==> src/rtl/hdb3_decoder.sv <==
// HDB3 receive decoder: turns dual-rail P/N symbols back into NRZ data.
// It strips 000V/B00V substitutions through a 4-symbol delay line and flags line-code errors.
module hdb3_decoder #(
    parameter bit ZRUN_CHK = 1'b1,
    parameter bit VALT_CHK = 1'b1
) (
    input  logic clk,
    input  logic rst,
    input  logic bit_en,
    input  logic in_p,
    input  logic in_n,
    output logic data_out,
    output logic data_valid,
    output logic code_err
);

    logic [3:0] sr_q, sr_d;
    logic [2:0] fill_q, fill_d;
    logic [2:0] zrun_q, zrun_d;
    logic       seen_mark_q, seen_mark_d;
    logic       last_pol_q, last_pol_d;
    logic       seen_v_q, seen_v_d;
    logic       last_v_pol_q, last_v_pol_d;
    logic       data_out_q, data_out_d;
    logic       data_valid_q, data_valid_d;
    logic       code_err_q, code_err_d;

    logic mark_s, pol_s, illegal_s, is_v_s, v_err_s, z_err_s;

    assign mark_s    = in_p ^ in_n;
    assign pol_s     = in_n;
    assign illegal_s = in_p & in_n;
    // A V repeats the polarity of the previous mark; the first mark can never be one.
    assign is_v_s    = mark_s & seen_mark_q & (pol_s == last_pol_q);
    assign v_err_s   = VALT_CHK & is_v_s & seen_v_q & (pol_s == last_v_pol_q);
    // Flag only the space that brings the run to four, so a long run gives one pulse.
    assign z_err_s   = ZRUN_CHK & ~mark_s & (zrun_q == 3'd3);

    // Next-state logic: everything advances only on a symbol strobe.
    always_comb begin
        sr_d         = sr_q;
        fill_d       = fill_q;
        zrun_d       = zrun_q;
        seen_mark_d  = seen_mark_q;
        last_pol_d   = last_pol_q;
        seen_v_d     = seen_v_q;
        last_v_pol_d = last_v_pol_q;
        data_out_d   = data_out_q;
        data_valid_d = 1'b0;
        code_err_d   = 1'b0;
        if (bit_en) begin
            data_out_d   = sr_q[3];
            data_valid_d = (fill_q == 3'd4);
            code_err_d   = illegal_s | v_err_s | z_err_s;
            if (fill_q != 3'd4) begin
                fill_d = fill_q + 3'd1;
            end else begin
                fill_d = fill_q;
            end
            // A V cancels itself and the three positions before it (000V or B00V).
            if (is_v_s) begin
                sr_d         = 4'b0000;
                seen_v_d     = 1'b1;
                last_v_pol_d = pol_s;
            end else begin
                sr_d = {sr_q[2:0], mark_s};
            end
            if (mark_s) begin
                seen_mark_d = 1'b1;
                last_pol_d  = pol_s;
                zrun_d      = 3'd0;
            end else if (zrun_q != 3'd4) begin
                zrun_d = zrun_q + 3'd1;
            end else begin
                zrun_d = zrun_q;
            end
        end else begin
            data_out_d = data_out_q;
        end
    end

    // State and output registers with asynchronous clear.
    always_ff @(posedge clk or posedge rst) begin
        if (rst) begin
            sr_q         <= 4'b0000;
            fill_q       <= 3'd0;
            zrun_q       <= 3'd0;
            seen_mark_q  <= 1'b0;
            last_pol_q   <= 1'b0;
            seen_v_q     <= 1'b0;
            last_v_pol_q <= 1'b0;
            data_out_q   <= 1'b0;
            data_valid_q <= 1'b0;
            code_err_q   <= 1'b0;
        end else begin
            sr_q         <= sr_d;
            fill_q       <= fill_d;
            zrun_q       <= zrun_d;
            seen_mark_q  <= seen_mark_d;
            last_pol_q   <= last_pol_d;
            seen_v_q     <= seen_v_d;
            last_v_pol_q <= last_v_pol_d;
            data_out_q   <= data_out_d;
            data_valid_q <= data_valid_d;
            code_err_q   <= code_err_d;
        end
    end

    assign data_out   = data_out_q;
    assign data_valid = data_valid_q;
    assign code_err   = code_err_q;

endmodule

==> config.mk <==
export PLATFORM = sky130hd
export DESIGN_NAME = hdb3_decoder
export DESIGN_NICKNAME = d
export VERILOG_FILES = /design/src/rtl/hdb3_decoder.sv
export SDC_FILE = /design/constraint.sdc
export NUM_CORES = 1
export LEC_CHECK = 0
export CAP_MARGIN = 20
export CORE_MARGIN = 4
export CORE_UTILIZATION = 57
export CTS_CLUSTER_SIZE = 8
export DETAILED_ROUTE_END_ITERATION = 8
export GPL_ROUTABILITY_DRIVEN = 0
export GPL_TIMING_DRIVEN = 0
export PLACE_DENSITY = 0.88
export SYNTH_ARGS = -nofsm -noshare
export SYNTH_HDL_FRONTEND = slang
export SYNTH_SLANG_ARGS = --single-unit
==> constraint.sdc <==
create_clock -name clk -period 2.3 [get_ports clk]
set_clock_uncertainty 0.2 [all_clocks]
set_input_delay 0.46 -clock clk [delete_from_list [all_inputs] [get_ports clk]]
set_output_delay 0.46 -clock clk [all_outputs]
set_load 0.01 [all_outputs]
==> impl_metrics.json, run 1 <==
{
  "synthArstFlopShare": 1.00,
  "cts_setup_buffers": 0,
  "grt_max_degree": 18,
  "io_buffers": 7,
  "drive_gt1_frac": 0.128,
  "multiInputGateArea_um2": 324,
  "syn-num-nets": 78,
  "antenna_found_initial": 0,
  "hp-class": "reg2reg",
  "maxUsedRoutingLayer": "met4",
  "synth_top_area_cell": "dfrtp_1",
  "register_area_um2": 425,
  "min_period_ns": 1.99,
  "placed_area_um2": 885,
  "die_area_um2": 2060,
  "cts_buffers": 3,
  "min_path_cells": 1,
  "synth-seq-area-share": 0.535,
  "fmax_mhz": 501,
  "peakVddDrop_mv": 0.596,
  "grt_pass1_wl_mm": 2.19,
  "ctsResizeCount": 0,
  "synth.top_cell.area_share": 0.535,
  "stdcell_area_um2": 911,
  "crit_slowest_cell": "clkdlybuf4s50_1",
  "viasPerCell": 5.33,
  "wl_met3_um": 35,
  "met2_length_um": 600,
  "tightest_slew_ns": 0.627,
  "path_cells": "clkdlybuf4s50_1 -> ha_1 -> and4_1 -> buf_6 -> mux2_4",
  "area_growth_syn_to_layout_pct": 14.5,
  "tritoncts": "built",
  "drtPass1Iterations": 4,
  "synth_edf_count": 0,
  "worstPathMaxFanout": 6,
  "dp_slack_ns": -0.00496,
  "clockBufferDepth": 2,
  "hold_violations": 0,
  "fp.dieH_um": 45.4,
  "drt-initial-drc-count": 9,
  "clock_sinks": 17,
  "ys.flop_type": "dfrtp_1",
  "hpwl_um": 974,
  "synth_most_common_cell": "dfrtp_1",
  "synthTopCellsByCount": "dfrtp_1 (17), inv_1 (8), ha_1 (6)",
  "cp_slowest_stage_delay_ns": 0.51,
  "synth_seq_cells": 17,
  "path_class": "in2reg",
  "grt_overflow_total": 0,
  "cp-end-kind": "flop",
  "initial_core_util": 0.612,
  "rows": 13,
  "cp.required_ns": 2.29,
  "cts_hold_buf": 0,
  "path_clk_slew_ns": 0.10,
  "timing.final.ws_setup_ns": 0.306,
  "vias": 496,
  "totalWireLength_mm": 1.23,
  "ys_warn_count": 0,
  "tns_ns": 0,
  "synthCells": 67,
  "critPathArrivalTime_ns": 1.98,
  "grt_pass1_vias": 487,
  "die_w_um": 45.4,
  "track_usage": 0.155,
  "rsz0062_at_grt": "no",
  "avgRoutedWirePerCell_um": 13.3,
  "synth_cell_type_count": 23,
  "power.density_nw_per_um2": 955,
  "met1_length_um": 571,
  "n_antenna_cell": 0,
  "design.core.area_um2": 1300,
  "clk_latency_ns": 0.29,
  "synth.area.top_cells": "dfrtp_1 (53%), ha_1 (9.4%), mux2_2 (4.2%)",
  "max_cap_violations": 0,
  "r2r_cells": 4,
  "finalMaxSlewViolations": 0,
  "antenna_left": 0,
  "drcViolationCount": 0,
  "htree_levels": 1,
  "fin_nets": 90,
  "p_leak_uw": 0.000455,
  "min_period_over_period": 0.867,
  "root_buffer": "clkbuf_4",
  "syn_avg_cell_area_um2": 11.9,
  "synthesis.area_um2": 796,
  "critPathLaunchType": "input pin",
  "maxSlewHeadroom": 0.582,
  "outcome": "complete, no violations",
  "fillers": 103,
  "finalSetupViolations": 0,
  "ios": 8
}
==> where the power goes <==
part           switching [µW]  internal [µW]  total [µW]
clock network            92.8           67.5         160
registers                51.9            384         436
logic                     126            147         273
total                     271            599         870
==> metrics by stage <==
step | total power, µW | util | hold WS [ns] | std cells
final | 870 | 0.700 | 0.290 | 93
after global routing | 943 | 0.700 | 0.325 | 93
after CTS | 880 | 0.700 | 0.288 | 93
after detailed placement | 723 | 0.680 | 0.264 | 89
after global placement | 697 | 0.680 | 0.253 | 89
after floorplan | 636 | - | 0.186 | 67
==> path summary, 6_finish.rpt <==
path	from	end	slack [ns]
worst max register to register	last_pol_q$_DFFE_PP0P_	last_v_pol_q$_DFFE_PP0P_	0.77
max in group asynchronous	rst	data_out$_DFFE_PP0P_	1.16
worst min register to register	seen_v_q$_DFFE_PP0P_	seen_v_q$_DFFE_PP0P_	0.29
min in group asynchronous	rst	data_valid$_DFF_PP0_	0.33
worst min-delay path	seen_v_q$_DFFE_PP0P_	seen_v_q$_DFFE_PP0P_	0.29
worst max-delay path	in_n	last_v_pol_q$_DFFE_PP0P_	0.31
==> layout by cell type, fill, tap and decap left out, types with 2 or more instances in the layout <==
cell	instances
dfrtp_1	17
inv_1	8
clkdlybuf4s50_1	7
ha_1	6
nand2_1	3
o21ai_0	3
xnor2_1	3
mux2i_1	3
nor2_1	3
mux2_2	3
clkbuf_4	3
a21oi_1	2
a21o_1	2
and3_1	2
a22o_1	2
==> state kept, by name, indices dropped and copies added, names as in the netlist <==
name	count
sr_q	4
fill_q	3
zrun_q	3
code_err	1
data_out	1
data_valid	1
last_pol_q	1
last_v_pol_q	1
seen_mark_q	1
seen_v_q	1
==> cell families after synthesis <==
family / Yosys count / synth area share
AO/OA/AOI/OAI: 12 / 0.102
XOR/XNOR: 3 / 0.0330
adder cells (fa/ha/maj): 6 / 0.0943
buffers and inverters: 10 / 0.0582
flip-flops: 17 / 0.535
multiplexers: 7 / 0.0990
AND/OR/NAND/NOR: 12 / 0.0786
==> area by class of cell <==
class,count,share of cell area
clock buffer,4,0.0288
multi-input combinational,40,0.356
tap,15,0.0206
buffer,2,0.0179
inverter,8,0.0330
timing repair buffer,7,0.0769
sequential,17,0.467
==> routing by layer <==
layer	GRT usage	vias up
li1	-	250
met1	0.194	238
met2	0.243	6
met3	0.0239	2
met4	0.105	0
met5	0	-
==> worst max-delay path: cells and delay by family <==
family	cells	cell delay [ns]
buffers and inverters	2	0.63
muxes	1	0.29
and+or+nand+nor	1	0.22
adders and majority gates	1	0.38
No activity file was read; power rests on OpenSTA's default activity.
==> run 2: changes to the inputs <==
--- a/config.mk
+++ b/config.mk
@@ -12,7 +12,7 @@
 export DETAILED_ROUTE_END_ITERATION = 8
 export GPL_ROUTABILITY_DRIVEN = 0
 export GPL_TIMING_DRIVEN = 0
-export PLACE_DENSITY = 0.88
+export PLACE_DENSITY = 0.85
 export SYNTH_ARGS = -nofsm -noshare
 export SYNTH_HDL_FRONTEND = slang
 export SYNTH_SLANG_ARGS = --single-unit
==> impl_metrics.json, run 2 (synthesized netlist as in run 1, its figures left out) <==
{
  "root_buffer": "clkbuf_4",
  "final_core_util": 0.700,
  "p_sw_frac": 0.307,
  "min_period_over_period": 0.878,
  "max_cap_violations": 0,
  "worstPathMaxFanout": 6,
  "stdcell_area_um2": 911,
  "critPathArrivalTime_ns": 2.00,
  "drcViolationCount": 0,
  "htree_levels": 1,
  "cts_setup_buffers": 0,
  "cp.depth": 5,
  "min_period_ns": 2.02,
  "hold_slack_ns": 0.280,
  "path_class": "in2reg",
  "grt_pass1_wl_mm": 2.04,
  "r2r_cells": 4,
  "path_cells": "clkdlybuf4s50_1 -> ha_1 -> and4_1 -> buf_6 -> mux2_4",
  "grt_pass1_vias": 502,
  "io_buffers": 7,
  "cts_hold_buf": 0,
  "cp-startpoint": "in_n",
  "final_cell_mix": "dfrtp_1 (17), inv_1 (8), clkdlybuf4s50_1 (7), ha_1 (6)",
  "tritoncts": "built",
  "drtPass1Iterations": 4,
  "ctsResizeCount": 0,
  "viasPerCell": 5.22,
  "power.share.sequential": 0.504,
  "power.density_nw_per_um2": 948,
  "finalSetupViolations": 0,
  "top_register": "sr_q",
  "grt_overflow_total": 0,
  "fp.dieH_um": 45.4,
  "cts_buffers": 3,
  "cp.required_ns": 2.28,
  "fmax_mhz": 495,
  "p_switching_uw": 265,
  "vias": 485,
  "die_area_um2": 2060,
  "hpwl_um": 881,
  "rows": 13,
  "crit_slowest_cell": "clkdlybuf4s50_1",
  "n_antenna_cell": 0,
  "hold_violations": 0,
  "die_w_um": 45.4,
  "finalMaxSlewViolations": 0,
  "crit_end": "last_v_pol_q$_DFFE_PP0P_",
  "tns_ns": 0,
  "p_leak_uw": 0.000455,
  "drt-initial-drc-count": 11,
  "outcome": "complete, no violations",
  "r2r_slack_ns": 0.76,
  "grt_max_degree": 18,
  "drive_gt1_frac": 0.128,
  "clock_sinks": 17,
  "placedCellCount": 89,
  "top_regs": "sr_q (4), fill_q (3), zrun_q (3)",
  "initial_core_util": 0.612,
  "worst-path-buf-inv": 2,
  "instances_no_fill": 93,
  "avgRoutedWirePerCell_um": 12.4,
  "clockBufferDepth": 2,
  "track_usage": 0.136,
  "mostFrequentLayoutCell": "dfrtp_1",
  "r2r_end": "last_v_pol_q$_DFFE_PP0P_",
  "fin_nets": 90,
  "combPwrFrac": 0.314,
  "maxSlewHeadroom": 0.587,
  "hp-class": "reg2reg",
  "ios": 8,
  "peakVddDrop_mv": 0.567,
  "rsz0062_at_grt": "no",
  "area_growth_syn_to_layout_pct": 14.5,
  "antenna_left": 0,
  "design.core.area_um2": 1300,
  "critPathLaunchType": "input pin",
  "totalWireLength_mm": 1.16,
  "cp_slowest_stage_delay_ns": 0.51,
  "clkPwrFrac": 0.182,
  "tightest_slew_ns": 0.619,
  "clk_latency_ns": 0.28,
  "antenna_found_initial": 0,
  "cp-end-kind": "flop",
  "reg2reg_from": "last_pol_q$_DFFE_PP0P_",
  "path_clk_slew_ns": 0.10,
  "largest_reg_flops": 4,
  "path_delay_family": "buffers and inverters",
  "internal_power_uw": 599,
  "placed_area_um2": 885
}
## run 2: cell counts in the layout (fill, tap and decap cells not counted)
No cell type changed its count.
## run 2: worst min-delay path by stage
stage	startpoint	endpoint	slack, ns	cells past startpoint
detailed placement	seen_v_q$_DFFE_PP0P_	seen_v_q$_DFFE_PP0P_	0.25	1
finish	seen_v_q$_DFFE_PP0P_	seen_v_q$_DFFE_PP0P_	0.28	1
CTS	seen_v_q$_DFFE_PP0P_	seen_v_q$_DFFE_PP0P_	0.28	1
global route	seen_v_q$_DFFE_PP0P_	seen_v_q$_DFFE_PP0P_	0.31	1
global placement	seen_v_q$_DFFE_PP0P_	seen_v_q$_DFFE_PP0P_	0.25	1
floorplan	rst	code_err$_DFF_PP0_	0.19	1
## run 2: final cells by class
| cell class | instances | area [µm²] |
|---|---|---|
| Multi-Input combinational cell | 40 | 324 |
| Inverter | 8 | 30.0 |
| Timing Repair Buffer | 7 | 70.1 |
| Sequential cell | 17 | 425 |
| Fill cell | 101 | 390 |
| Tap cell | 15 | 18.8 |
| Clock buffer | 4 | 26.3 |
| Buffer | 2 | 16.3 |
## run 2: per-stage QoR
| step | setup WS [ns] | power [µW] |
|---|---|---|
| 6_report | 0.281 | 864 |
| 5_1_grt | 0.186 | 934 |
| 4_1_cts | 0.286 | 871 |
| 3_5_place_dp | -0.00174 | 716 |
| 3_3_place_gp | 0.00931 | 700 |
| 2_1_floorplan | 0.612 | 636 |
## run 2: power by group through the flow
stage	combinational, µW	sequential, µW	clock [µW]
6_report	271	435	157
5_1_grt	318	446	170
3_5_place_dp	274	442	0
2_1_floorplan	200	436	0
4_1_cts	276	436	160
3_3_place_gp	262	438	0
## run 2: layer usage
| layer | global-route usage | part of all wire |
|---|---|---|
| met5 | 0 | 0 |
| met4 | 0.0351 | 0.0069 |
| met3 | 0.0239 | 0.024 |
| met2 | 0.232 | 0.48 |
| met1 | 0.179 | 0.49 |
## run 2: worst register-to-register path, stage by stage (launching register included)
cell and delay, ns:
dfrtp_1 0.40, xnor2_1 0.18, and4_1 0.24, buf_6 0.12, mux2_4 0.30
==> run 3: changes to the inputs <==
--- a/config.mk
+++ b/config.mk
@@ -12,6 +12,7 @@
 export DETAILED_ROUTE_END_ITERATION = 8
 export GPL_ROUTABILITY_DRIVEN = 0
 export GPL_TIMING_DRIVEN = 0
+export MAX_ROUTING_LAYER = met4
 export PLACE_DENSITY = 0.85
 export SYNTH_ARGS = -nofsm -noshare
 export SYNTH_HDL_FRONTEND = slang
==> impl_metrics.json, run 3 (synthesized netlist as in run 1, its figures left out) <==
{
  "outcome": "complete, no violations",
  "grt_max_degree": 18,
  "critPathLaunchType": "input pin",
  "hold_violations": 0,
  "antenna_found_initial": 0,
  "instances_no_fill": 93,
  "placed_area_um2": 885,
  "min_period_ns": 2.02,
  "final_cell_mix": "dfrtp_1 (17), inv_1 (8), clkdlybuf4s50_1 (7), ha_1 (6)",
  "grt_pass1_vias": 501,
  "reg2reg_from": "last_pol_q$_DFFE_PP0P_",
  "root_buffer": "clkbuf_4",
  "drcViolationCount": 0,
  "hp-class": "reg2reg",
  "min_period_over_period": 0.878,
  "worstHoldStart": "seen_v_q$_DFFE_PP0P_",
  "hpwl_um": 881,
  "rsz0062_at_grt": "no",
  "r2r_slack_ns": 0.76,
  "ctsResizeCount": 0,
  "stdcell_area_um2": 911,
  "grt_pass1_wl_mm": 2.04,
  "ios": 8,
  "area_growth_syn_to_layout_pct": 14.5,
  "r2r_cells": 4,
  "cp-startpoint": "in_n",
  "track_usage": 0.140,
  "fp.dieH_um": 45.4,
  "die_w_um": 45.4,
  "cts_hold_buf": 0,
  "maxSlewHeadroom": 0.587,
  "p_total_uw": 864,
  "path_clk_slew_ns": 0.10,
  "cp-end-kind": "flop",
  "crit_slowest_cell": "clkdlybuf4s50_1",
  "max_cap_violations": 0,
  "cp.required_ns": 2.28,
  "drtPass1Iterations": 4,
  "dp_slack_ns": -0.00174,
  "path_class": "in2reg",
  "cts_buffers": 3,
  "power.density_nw_per_um2": 948,
  "n_antenna_cell": 0,
  "placedCellCount": 89,
  "tritoncts": "built",
  "min_path_cells": 1,
  "fillers": 101,
  "cp_slowest_stage_delay_ns": 0.51,
  "totalWireLength_mm": 1.16,
  "avgRoutedWirePerCell_um": 12.4,
  "clockBufferDepth": 2,
  "clock_sinks": 17,
  "design.core.area_um2": 1300,
  "antenna_left": 0,
  "rows": 13,
  "top_register": "sr_q",
  "critPathArrivalTime_ns": 2.00,
  "clk_latency_ns": 0.28,
  "worstPathMaxFanout": 6,
  "finalMaxSlewViolations": 0,
  "top_regs": "sr_q (4), fill_q (3), zrun_q (3)",
  "drt-initial-drc-count": 11,
  "peakVddDrop_mv": 0.567,
  "fmax_mhz": 495,
  "register_area_um2": 425,
  "r2r_end": "last_v_pol_q$_DFFE_PP0P_",
  "htree_levels": 1,
  "drive_gt1_frac": 0.128,
  "tightest_slew_ns": 0.619,
  "finalSetupViolations": 0,
  "largest_reg_flops": 4,
  "io_buffers": 7,
  "cts_setup_buffers": 0,
  "viasPerCell": 5.22,
  "min_to": "seen_v_q$_DFFE_PP0P_",
  "vias": 485,
  "grt_overflow_total": 0,
  "initial_core_util": 0.612,
  "mostFrequentLayoutCell": "dfrtp_1",
  "timing.final.ws_setup_ns": 0.282,
  "multiInputGateArea_um2": 324,
  "die_area_um2": 2060,
  "path_cells": "clkdlybuf4s50_1 -> ha_1 -> and4_1 -> buf_6 -> mux2_4",
  "fin_nets": 90,
  "p_leak_uw": 0.000455
}
run 3: cell counts in the layout (fill, tap and decap cells not counted):
No cell type changed its count.
run 3: how the worst max path moves through the flow:
stage	to	slack, ns	cells after the start
global placement	last_v_pol_q$_DFFE_PP0P_	0.009	5
CTS	last_v_pol_q$_DFFE_PP0P_	0.29	5
finish	last_v_pol_q$_DFFE_PP0P_	0.28	5
global route	last_v_pol_q$_DFFE_PP0P_	0.19	5
floorplan	last_v_pol_q$_DFFE_PP0P_	0.61	4
detailed placement	last_v_pol_q$_DFFE_PP0P_	-0.002	5
run 3: per-layer routing:
layer,vias to the layer above,global-route usage,part of all wire
met1,231,0.179,0.49
met4,0,0.0351,0.0052
met5,-,-,0
li1,247,-,-
met2,5,0.232,0.48
met3,2,0.0239,0.026
run 3: layout make-up:
cell class | count | area share
Timing Repair Buffer | 7 | 0.0769
Sequential cell | 17 | 0.467
Tap cell | 15 | 0.0206
Buffer | 2 | 0.0179
Inverter | 8 | 0.0330
Multi-Input combinational cell | 40 | 0.356
Clock buffer | 4 | 0.0288
run 3: through the flow:
step	hold WS, ns	utilization	setup TNS [ns]
3_5_place_dp	0.255	0.680	-0.00174
3_3_place_gp	0.251	0.680	0
5_1_grt	0.311	0.700	0
6_report	0.280	0.700	0
2_1_floorplan	0.186	-	0
4_1_cts	0.279	0.700	0
run 3: critical path, delay by kind of cell:
| kind | cells | cell delay (ns) |
|---|---|---|
| fa+ha+maj | 1 | 0.38 |
| buf+inv | 2 | 0.63 |
| mux | 1 | 0.29 |
| simple gates | 1 | 0.22 |
run 3: where the power goes:
group,switching (µW),internal [µW],total (µW)
clock,90.1,67.2,157
combinational,124,147,271
sequential,51.1,384,435
